$ cat src/rtl/alu_flag_gen.sv
// alu_flag_gen: multi-cycle CHUNK-bit-per-cycle add/sub producing registered Z/V/N flags.
// Define ALU_FLAG_CARRY_EN to add the unsigned carry-out flag port C.
module alu_flag_gen #(
  parameter int WIDTH = 32,
  parameter int CHUNK = 8
) (
  input  logic             clk,
  input  logic             reset,
  input  logic             in_valid,
  output logic             in_ready,
  input  logic [WIDTH-1:0] a,
  input  logic [WIDTH-1:0] b,
  input  logic             sub,
  output logic             out_valid,
  input  logic             out_ready,
  output logic             busy,
  output logic             Z,
  output logic             V,
  output logic             N
`ifdef ALU_FLAG_CARRY_EN
  ,
  output logic             C
`endif
);
  localparam int NCH = WIDTH / CHUNK;
  localparam int IW = NCH > 1 ? $clog2(NCH) : 1;
  typedef enum logic [1:0] {IDLE, RUN, DONE} state_t;
  state_t state_q;
  logic [WIDTH-1:0] a_q, b_q;
  logic sub_q, carry_q, zacc_q, z_q, v_q, n_q, out_valid_q;
  logic [IW-1:0] idx_q;
  logic [CHUNK-1:0] a_sl, b_sl;
  logic [CHUNK:0] s;
  logic last, zacc_d, v_d;
`ifdef ALU_FLAG_CARRY_EN
  logic c_q;
  assign C = c_q;
`endif
  if (WIDTH % CHUNK != 0) begin : g_bad_cfg
    $error("alu_flag_gen: WIDTH must be a multiple of CHUNK");
  end
  // Operands shift right each RUN cycle, so the active slice is always the low CHUNK bits.
  always_comb begin
    a_sl = a_q[CHUNK-1:0];
    b_sl = b_q[CHUNK-1:0] ^ {CHUNK{sub_q}};
    s = {1'b0, a_sl} + {1'b0, b_sl} + {{CHUNK{1'b0}}, carry_q};
    zacc_d = zacc_q & (s[CHUNK-1:0] == '0);
    v_d = a_sl[CHUNK-1] ^ b_sl[CHUNK-1] ^ s[CHUNK-1] ^ s[CHUNK];
    last = idx_q == IW'(NCH - 1);
  end
  always_ff @(posedge clk or posedge reset) begin
    if (reset) begin
      state_q <= IDLE;
      a_q <= '0;
      b_q <= '0;
      sub_q <= 1'b0;
      carry_q <= 1'b0;
      zacc_q <= 1'b0;
      idx_q <= '0;
      z_q <= 1'b0;
      v_q <= 1'b0;
      n_q <= 1'b0;
      out_valid_q <= 1'b0;
`ifdef ALU_FLAG_CARRY_EN
      c_q <= 1'b0;
`endif
    end else begin
      case (state_q)
        IDLE: if (in_valid) begin
          a_q <= a;
          b_q <= b;
          sub_q <= sub;
          carry_q <= sub;
          zacc_q <= 1'b1;
          idx_q <= '0;
          state_q <= RUN;
        end
        RUN: begin
          a_q <= a_q >> CHUNK;
          b_q <= b_q >> CHUNK;
          carry_q <= s[CHUNK];
          zacc_q <= zacc_d;
          idx_q <= last ? '0 : idx_q + IW'(1);
          if (last) begin
            z_q <= zacc_d;
            n_q <= s[CHUNK-1];
            v_q <= v_d;
`ifdef ALU_FLAG_CARRY_EN
            c_q <= s[CHUNK];
`endif
            out_valid_q <= 1'b1;
            state_q <= DONE;
          end
        end
        DONE: if (out_ready) begin
          out_valid_q <= 1'b0;
          state_q <= IDLE;
        end
        default: state_q <= IDLE;
      endcase
    end
  end
  assign in_ready = state_q == IDLE;
  assign busy = state_q != IDLE;
  assign out_valid = out_valid_q;
  assign Z = z_q;
  assign V = v_q;
  assign N = n_q;
endmodule

$ cat config.mk
export PLATFORM = sky130hd
export DESIGN_NAME = alu_flag_gen
export DESIGN_NICKNAME = d
export VERILOG_FILES = /design/src/rtl/alu_flag_gen.sv
export SDC_FILE = /design/constraint.sdc
export NUM_CORES = 1
export LEC_CHECK = 0
export CAP_MARGIN = 20
export CELL_PAD_IN_SITES_DETAIL_PLACEMENT = 1
export CELL_PAD_IN_SITES_GLOBAL_PLACEMENT = 1
export CORE_AREA = 4 4 105 97
export DETAILED_ROUTE_END_ITERATION = 10
export DIE_AREA = 0 0 109 101
export PLACE_DENSITY_LB_ADDON = 0.05
export SYNTH_ARGS = -nofsm -noshare
export SYNTH_HDL_FRONTEND = slang
export SYNTH_SLANG_ARGS = --single-unit
$ cat constraint.sdc
create_clock -name clk -period 4.3 [get_ports clk]
set_input_delay 0.86 -clock clk [delete_from_list [all_inputs] [get_ports clk]]
set_output_delay 0.86 -clock clk [all_outputs]
set_load 0.005 [all_outputs]
==> results of run 1 <==
==> synthesized netlist by cell type <==
cell type	count	share of area (%)
or4_1	1	0.21
buf_2	1	0.14
nand2_1	143	15
o311a_2	1	0.31
nand3b_1	1	0.21
a21o_1	2	0.41
nor3_1	1	0.14
nand2b_1	1	0.17
a22oi_1	1	0.21
a21oi_1	4	0.55
nor2_1	53	5.4
a221o_1	1	0.27
clkbuf_1	26	2.7
and4b_2	1	0.31
a31oi_1	50	8.5
a221oi_2	1	0.41
o41ai_2	1	0.44
nor2b_1	2	0.34
nor4b_1	1	0.24
o21bai_1	1	0.21
xnor2_1	3	0.72
xor2_1	10	2.4
fa_1	2	1.1
buf_1	2	0.21
o21ai_0	8	1.1
nand3_1	18	2.5
nand4_1	1	0.17
o32ai_1	1	0.24
o31ai_1	2	0.41
dfrtp_1	75	51
ha_1	9	3.1
and2_1	1	0.17
inv_1	8	0.82
==> per-stage QoR <==
step	worst slack (ns)	instances
2_1_floorplan	1.530	433
3_3_place_gp	1.617	604
3_5_place_dp	1.502	604
4_1_cts	1.462	619
5_1_grt	1.287	620
6_report	1.486	620
==> worst paths after layout <==
| check | start | to | depth (start not counted) |
|---|---|---|---|
| setup / recovery | sub_q$_DFFE_PP0P_ | Z$_DFFE_PP0P_ | 9 |
| hold / removal | N$_DFFE_PP0P_ | N$_DFFE_PP0P_ | 2 |
| setup reg to reg | sub_q$_DFFE_PP0P_ | Z$_DFFE_PP0P_ | 9 |
| hold reg to reg | N$_DFFE_PP0P_ | N$_DFFE_PP0P_ | 2 |
| max in group asynchronous | reset | sub_q$_DFFE_PP0P_ | 3 |
| min in group asynchronous | reset | a_q[15]$_DFFE_PP0P_ | 2 |
==> where the power goes <==
part | total, W | leakage (nW) | internal (W) | switching [W]
Clock | 0.000603 | 0.108 | 0.000338 | 0.000266
Sequential | 0.00128 | 0.909 | 0.00105 | 0.000223
Combinational | 0.00210 | 1.14 | 0.000852 | 0.00125
Total | 0.00398 | 2.15 | 0.00224 | 0.00174
==> cell families (layout without fill, tap and decap cells) <==
| group | count (synthesis) | after routing | share of synthesized area [%] |
|---|---|---|---|
| flops | 75 | 75 | 51.28 |
| xor+xnor | 13 | 13 | 3.111 |
| simple gates | 224 | 224 | 24.51 |
| buf+inv | 37 | 102 | 3.829 |
| compound gates | 73 | 73 | 13.09 |
| fa+ha+maj | 11 | 11 | 4.171 |
==> layer usage <==
metal  up-vias  global-route usage (%)  routed length [um]
met5         -                       0                   0
met4         0                   4.951                  98
met3         9                   3.972                 386
met2        53                   30.78                4769
met1      1571                   25.97                4638
li1       1576                       -                   -
==> cell usage in the layout, fill, tap and decap left out, types with 3 or more instances in the layout <==
| cell | netlist | routed |
|---|---|---|
| nand2_1 | 143 | 142 |
| dfrtp_1 | 75 | 75 |
| clkdlybuf4s50_1 | 0 | 74 |
| nor2_1 | 53 | 53 |
| a31oi_1 | 50 | 50 |
| nand3_1 | 18 | 18 |
| xor2_1 | 10 | 10 |
| clkbuf_8 | 0 | 10 |
| ha_1 | 9 | 9 |
| o21ai_0 | 8 | 8 |
| inv_1 | 8 | 7 |
| a21oi_1 | 4 | 4 |
| xnor2_1 | 3 | 3 |
| buf_4 | 0 | 3 |
==> critical path, stage by stage, from the launching register on <==
cell	delay, ns
dfrtp_1	0.59
xnor2_1	0.15
fa_1	0.43
fa_1	0.43
nor2b_1	0.17
nor2_1	0.08
o21bai_1	0.20
xnor2_1	0.12
or4_1	0.42
o21ai_0	0.17
==> layout make-up <==
class	count	area, um^2	area share (%)
clock buffer	10	137.6	2.904
tap	122	152.6	3.221
inverter	8	30.03	0.6336
sequential	75	1877	39.60
timing repair buffer	79	810.8	17.11
multi-input combinational	321	1654	34.90
clock inverter	5	77.57	1.637
==> sequential cells by signal, summed over array words and instances (netlist names), 2 cells and up <==
| signal | cells |
|---|---|
| a_q | 32 |
| b_q | 32 |
| idx_q | 2 |
| state_q | 2 |
==> summary.md, run 1 <==
| Metric | Value |
|---|---|
| Status | finished, final reports clean |
| Post-synth net total | ~500 |
| Crit Path Class | flop to flop |
| CTS root buf | clkbuf_8 |
| Worst-path fanout max | 9 |
| Min-Delay Path Class | flop to flop |
| Post_cts resized | 0 |
| Layout cell share with drive strength beyond 1 | 5.622% |
| I/O pin count | between 70 and 80 |
| PwrDens | approximately 840 nW/um^2 |
| Filler instances | 1,068 |
| Starting Density | around 40% |
| Synth warnings | 0 |
| Sequential area share after synthesis | approximately half |
| Skew-Pair Late Insertion Delay | approximately 0.35 ns |
| Max VDD drop | about 0.00044 V |
| RSZ-0062 raised after global routing | no |
| Final hold slack | 0.4837 ns |
| Pwr Total | between 0.003 and 0.004 W |
| GRT Util Overall | between 10% and 20% |
| TritonRoute pass-1 iters | 4 |
| Fin. max-slew vios | 0 |
| Min Tclk post-route | approximately 2.8 ns |
| CTS sink count | 75 |
| Grt ovf | 0 |
| Synthesized area | about 3700 um^2 |
| Final Skew | roughly 0.0096 ns |
| Cell leakage power | between 2 and 2.5 nW |
| Final Cycle Share | between 60% and 70% |
| Worst relative slew slack | between 30% and 40% |
| CTS tree | built |
| DR vias/cell | slightly above 5 |
| Crit path launch type | flop |
| Core area | around 9000 um^2 |
| Routed wire length | just under 10 mm |
| Pin count of the biggest net entering global routing | 118 |
| Post-DP HPWL | a little under 7 mm |
| Post-Route Utilization | between 50 and 60% |
| Routed wire per std cell | around 16 um |
| Final instance area | 4740 um^2 |
| Hold Vio Cnt, Final | 0 |
| Worst reg-to-reg setup slack | around 1.5 ns |
| Post-route ant nets | 0 |
| GPL Wtd Cong | ~0.83 |
| Vias in the first global route | between 3k and 4k |
| DIE AREA | 11,010 um^2 |
| Max_cap viols | 0 |
| Synthesis-to-layout area growth | 29.50% |
| CTS buffer count | 9 |
| Placed cell areas | 4497 um^2 |
| Clock Tree Buf Depth | 2 |
| Unique masters post-synth | 33 |
| # port buffers | 74 |
| Net count, final | 574 |
| Routed via count | roughly 3.2k |
| CTS HTree Levels | 3 |
| Fin Setup TNS | 0 ns |
| Row Count | 33 |
| Synthesized instance count | between 400 and 500 |
| 1st-iter DRT viols | 119 |
| Global-route wire length before repair | ~16 mm |
| Inserted Diodes | 0 |
| Fmax | roughly 0.36 GHz |
| Worst Path Required | between 4 and 5 ns |
| Crit path DAT | between 3 and 4 ns |
| Finish-stage setup viols | 0 |
| Post-Syn Area per Cell | 8.452 um^2 |
| CP Capture Type | flop |
| Actual slew at the worst max-slew pin | just under 1 ns |
| Die Y-Extent | about 100 um |
| Clock transition at the registers of the reported paths | approximately 0.08 ns |
| Chip width | around 110 um |
| Initial antenna violation count | 0 |
| Yosys reg bits | 75 |
| CTS Hold Bufs | 0 |
| DRC errors left | 0 |
| Post-CTS setup buffer count | 0 |
Note: power is estimated with default switching activity, not from simulation.
==> run 2, diff against run 1 <==
--- a/config.mk
+++ b/config.mk
@@ -8,9 +8,9 @@
 export CAP_MARGIN = 20
 export CELL_PAD_IN_SITES_DETAIL_PLACEMENT = 1
 export CELL_PAD_IN_SITES_GLOBAL_PLACEMENT = 1
-export CORE_AREA = 4 4 105 97
+export CORE_AREA = 4 4 115 106
 export DETAILED_ROUTE_END_ITERATION = 10
-export DIE_AREA = 0 0 109 101
+export DIE_AREA = 0 0 119 110
 export PLACE_DENSITY_LB_ADDON = 0.05
 export SYNTH_ARGS = -nofsm -noshare
 export SYNTH_HDL_FRONTEND = slang
==> constraint.sdc (replaced) <==
create_clock -name clk -period 2.28 [get_ports clk]
set_input_delay 0.456 -clock clk [delete_from_list [all_inputs] [get_ports clk]]
set_output_delay 0.456 -clock clk [all_outputs]
set_load 0.005 [all_outputs]
==> run 2 against run 1 <==
Via count increased by 1.9%. Worst hold slack improved by 0.0019 ns. Die area increased by 19%. Global-route usage decreased by 2.1 points. Register-to-register slack got worse by 1.7 ns. The run now ends with setup timing left. Sequential share of layout area decreased by 2.9 points. Flip-flop and latch count unchanged. Clock-buffer cell count increased by 4. Clock skew decreased by 0.0063 ns.
==> summary.md, run 2 (synthesis results as in run 1) <==
| Metric | Value |
|---|---|
| Internal power | slightly above 0.005 W |
| TritonRoute pass-1 iters | 4 |
| I/O pin count | 75 |
| Reg power frac | around 27% |
| Max_cap viols | 0 |
| Worst r2r src | sub_q$_DFFE_PP0P_ |
| Crit path DAT | 2.67 ns |
| Failing checks | setup timing |
| Fin. max-slew vios | 0 |
| Grt ovf | 0 |
| CP endpoint | carry_q$_DFFE_PP0P_ |
| Worst-path fanout max | 4 |
| Cell leakage power | around 2.3 nW |
| Final setup margin | -0.1720 ns |
| Inserted Diodes | 0 |
| 1st-iter DRT viols | 96 |
| Non-Filler Instances | between 600 and 700 |
| Routed wire per std cell | between 15 and 20 um |
| CTS tree | built |
| Die Y-Extent | between 100 and 150 um |
| Row Count | 36 |
| Switching power | ~0.0038 W |
| R2r worst-path depth | 11 |
| CP peak stage delay | roughly 0.44 ns |
| Setup Slack @ Placement | -0.2241 ns |
| Delay-heaviest family, CP | compound AO/OA/AOI/OAI gates |
| Crit. path cell count | 11 |
| CP max stage cell | dfrtp_2 |
| GRT Util Overall | 16.94% |
| CP Capture Type | flop |
| Clock share of power | around 15% |
| Worst reg2reg endpoint | carry_q$_DFFE_PP0P_ |
| CTS HTree Levels | 3 |
| CTS root buf | clkbuf_16 |
| Final hold slack | 0.4856 ns |
| Synthesis-to-layout area growth | 39.86% |
| Actual slew at the worst max-slew pin | roughly 0.6 ns |
| Most frequent cells in the layout | nand2_1 (141), dfrtp_1 (74), clkdlybuf4s50_1 (74) |
| Hold Vio Cnt, Final | 0 |
| Crit path launch type | flop |
| # port buffers | 74 |
| Vias in the first global route | ~3.4k |
| Min Tclk post-route | roughly 2.5 ns |
| CP Cell Sequence | buf_6 -> xor2_2 -> ha_2 -> a21o_1 -> a21o_1 -> o21bai_4 -> buf_4 -> buf_6 -> a31oi_4 -> a21oi_2 -> a221o_1 |
| Min-Delay Path Class | flop to flop |
| Global-route wire length before repair | roughly 18 mm |
| Final Skew | approximately 0.0034 ns |
| Dpl cells | roughly 650 |
| Routed via count | around 3.3k |
| Max VDD drop | between 0.0005 and 0.0006 V |
| Startpoint of the worst setup timing path | sub_q$_DFFE_PP0P_ |
| Net Sw Frac | a little over two fifths |
| Commonest non-fill, non-tap cell in the layout | nand2_1 |
| Pin count of the biggest net entering global routing | between 70 and 80 |
| Worst Path Required | about 2.5 ns |
| Net count, final | roughly 600 |
| Skew-Pair Late Insertion Delay | approximately 0.33 ns |
| Layout cell share with drive strength beyond 1 | around 12% |
| CTS buffer count | 9 |
| Core area | approximately 11,000 um^2 |
| DIE AREA | 13,090 um^2 |
| Chip width | about 120 um |
| Routed wire length | between 10 and 15 mm |
| Crit Path Class | flop to flop |
| Regs by FF count | a_q (32), b_q (32) |
| DRC errors left | 0 |
| Post-DP HPWL | roughly 7.3 mm |
| DR vias/cell | 4.857 |
| Final Cycle Share | 107.5% |
| Fin Setup TNS | -0.5943 ns |
| Initial antenna violation count | 0 |
| Fmax | approximately 0.4 GHz |
| Worst reg-to-reg setup slack | -0.17 ns |
| Buf/Inv on CP | 3 |
| Clock Tree Buf Depth | 2 |
| Post-route ant nets | 0 |
| Comb pwr share | between 50% and 60% |
| Status | finished, violations left |
| Clock transition at the registers of the reported paths | approximately 0.060 ns |
| Finish-stage setup viols | 4 |
| Starting Density | between 30% and 40% |
| Worst relative slew slack | around 60% |
| CTS sink count | between 70 and 80 |
| GPL Wtd Cong | 0.8680 |
| PwrDens | 1742 nW/um^2 |
| RSZ-0062 raised after global routing | yes |
==> run 2: cell types whose count changed in the layout (fill, tap and decap cells not counted), sizes merged <==
| cell | previous run | this run |
|---|---|---|
| bufinv | 2 | 0 |
| buf | 5 | 27 |
| clkbuf | 10 | 14 |
| inv | 8 | 7 |
==> run 2: layout make-up <==
type / count / area [um^2]
well taps: 152 / 190.2
clock inverters: 2 / 10.01
clock buffers: 14 / 264.0
inverters: 8 / 33.78
multi-input cells: 321 / 1754
fillers: 1282 / 5737
flip-flops and latches: 75 / 1878
repair buffers: 101 / 988.4
==> run 2: what timing repair did <==
| item | CTS | global route |
|---|---|---|
| gates cloned | 0 | 0 |
| hold endpoints to repair | 0 | 0 |
| hold buffers | 0 | 0 |
| endpoints found under the setup margin | 4 | 5 |
| pin swaps | 4 | 10 |
| gates resized for setup | 11 | 11 |
| buffers inserted | 1 | 3 |
==> run 2: worst min-delay path by stage <==
stage	start	endpoint	slack, ns	cells past startpoint
finish	Z$_DFFE_PP0P_	Z$_DFFE_PP0P_	0.49	2
global route	idx_q[0]$_DFFE_PP0P_	idx_q[0]$_DFFE_PP0P_	0.51	1
CTS	Z$_DFFE_PP0P_	Z$_DFFE_PP0P_	0.50	2
detailed placement	Z$_DFFE_PP0P_	Z$_DFFE_PP0P_	0.48	2
global placement	Z$_DFFE_PP0P_	Z$_DFFE_PP0P_	0.48	2
floorplan	idx_q[0]$_DFFE_PP0P_	idx_q[0]$_DFFE_PP0P_	0.46	1
==> run 2: metrics by stage <==
| step | util (%) | instance area (um^2) | power, W |
|---|---|---|---|
| floorplan | - | 3679 | 0.005283 |
| global placement | 43.40 | 4711 | 0.006721 |
| detailed placement | 43.40 | 4711 | 0.006895 |
| CTS | 46.45 | 5042 | 0.008617 |
| global route | 47.15 | 5119 | 0.009688 |
| finish | 47.15 | 5119 | 0.008918 |
==> run 2: worst reg2reg max path, stage by stage, from the launching register on <==
cell      delay, ns
dfrtp_2        0.44
buf_6          0.14
xor2_2         0.17
ha_2           0.19
a21o_1         0.20
a21o_1         0.23
o21bai_4       0.19
buf_4          0.14
buf_6          0.11
a31oi_4        0.18
a21oi_2        0.07
a221o_1        0.27
==> run 2: power groups by stage <==
stage / registers (W) / clock network (W) / logic (W)
2_1_floorplan: 0.00227 / 0 / 0.00301
3_3_place_gp: 0.00241 / 0 / 0.00431
3_5_place_dp: 0.00243 / 0 / 0.00447
4_1_cts: 0.00242 / 0.00136 / 0.00484
5_1_grt: 0.00251 / 0.00142 / 0.00576
6_report: 0.00242 / 0.00132 / 0.00518
==> run 2: routing by layer <==
layer | up-vias | wire, um | track usage, %
li1 | 1610 | - | -
met1 | 1595 | 5241 | 23.40
met2 | 50 | 4838 | 26.83
met3 | 14 | 311 | 3.673
met4 | 0 | 153 | 5.294
met5 | - | 0 | 0
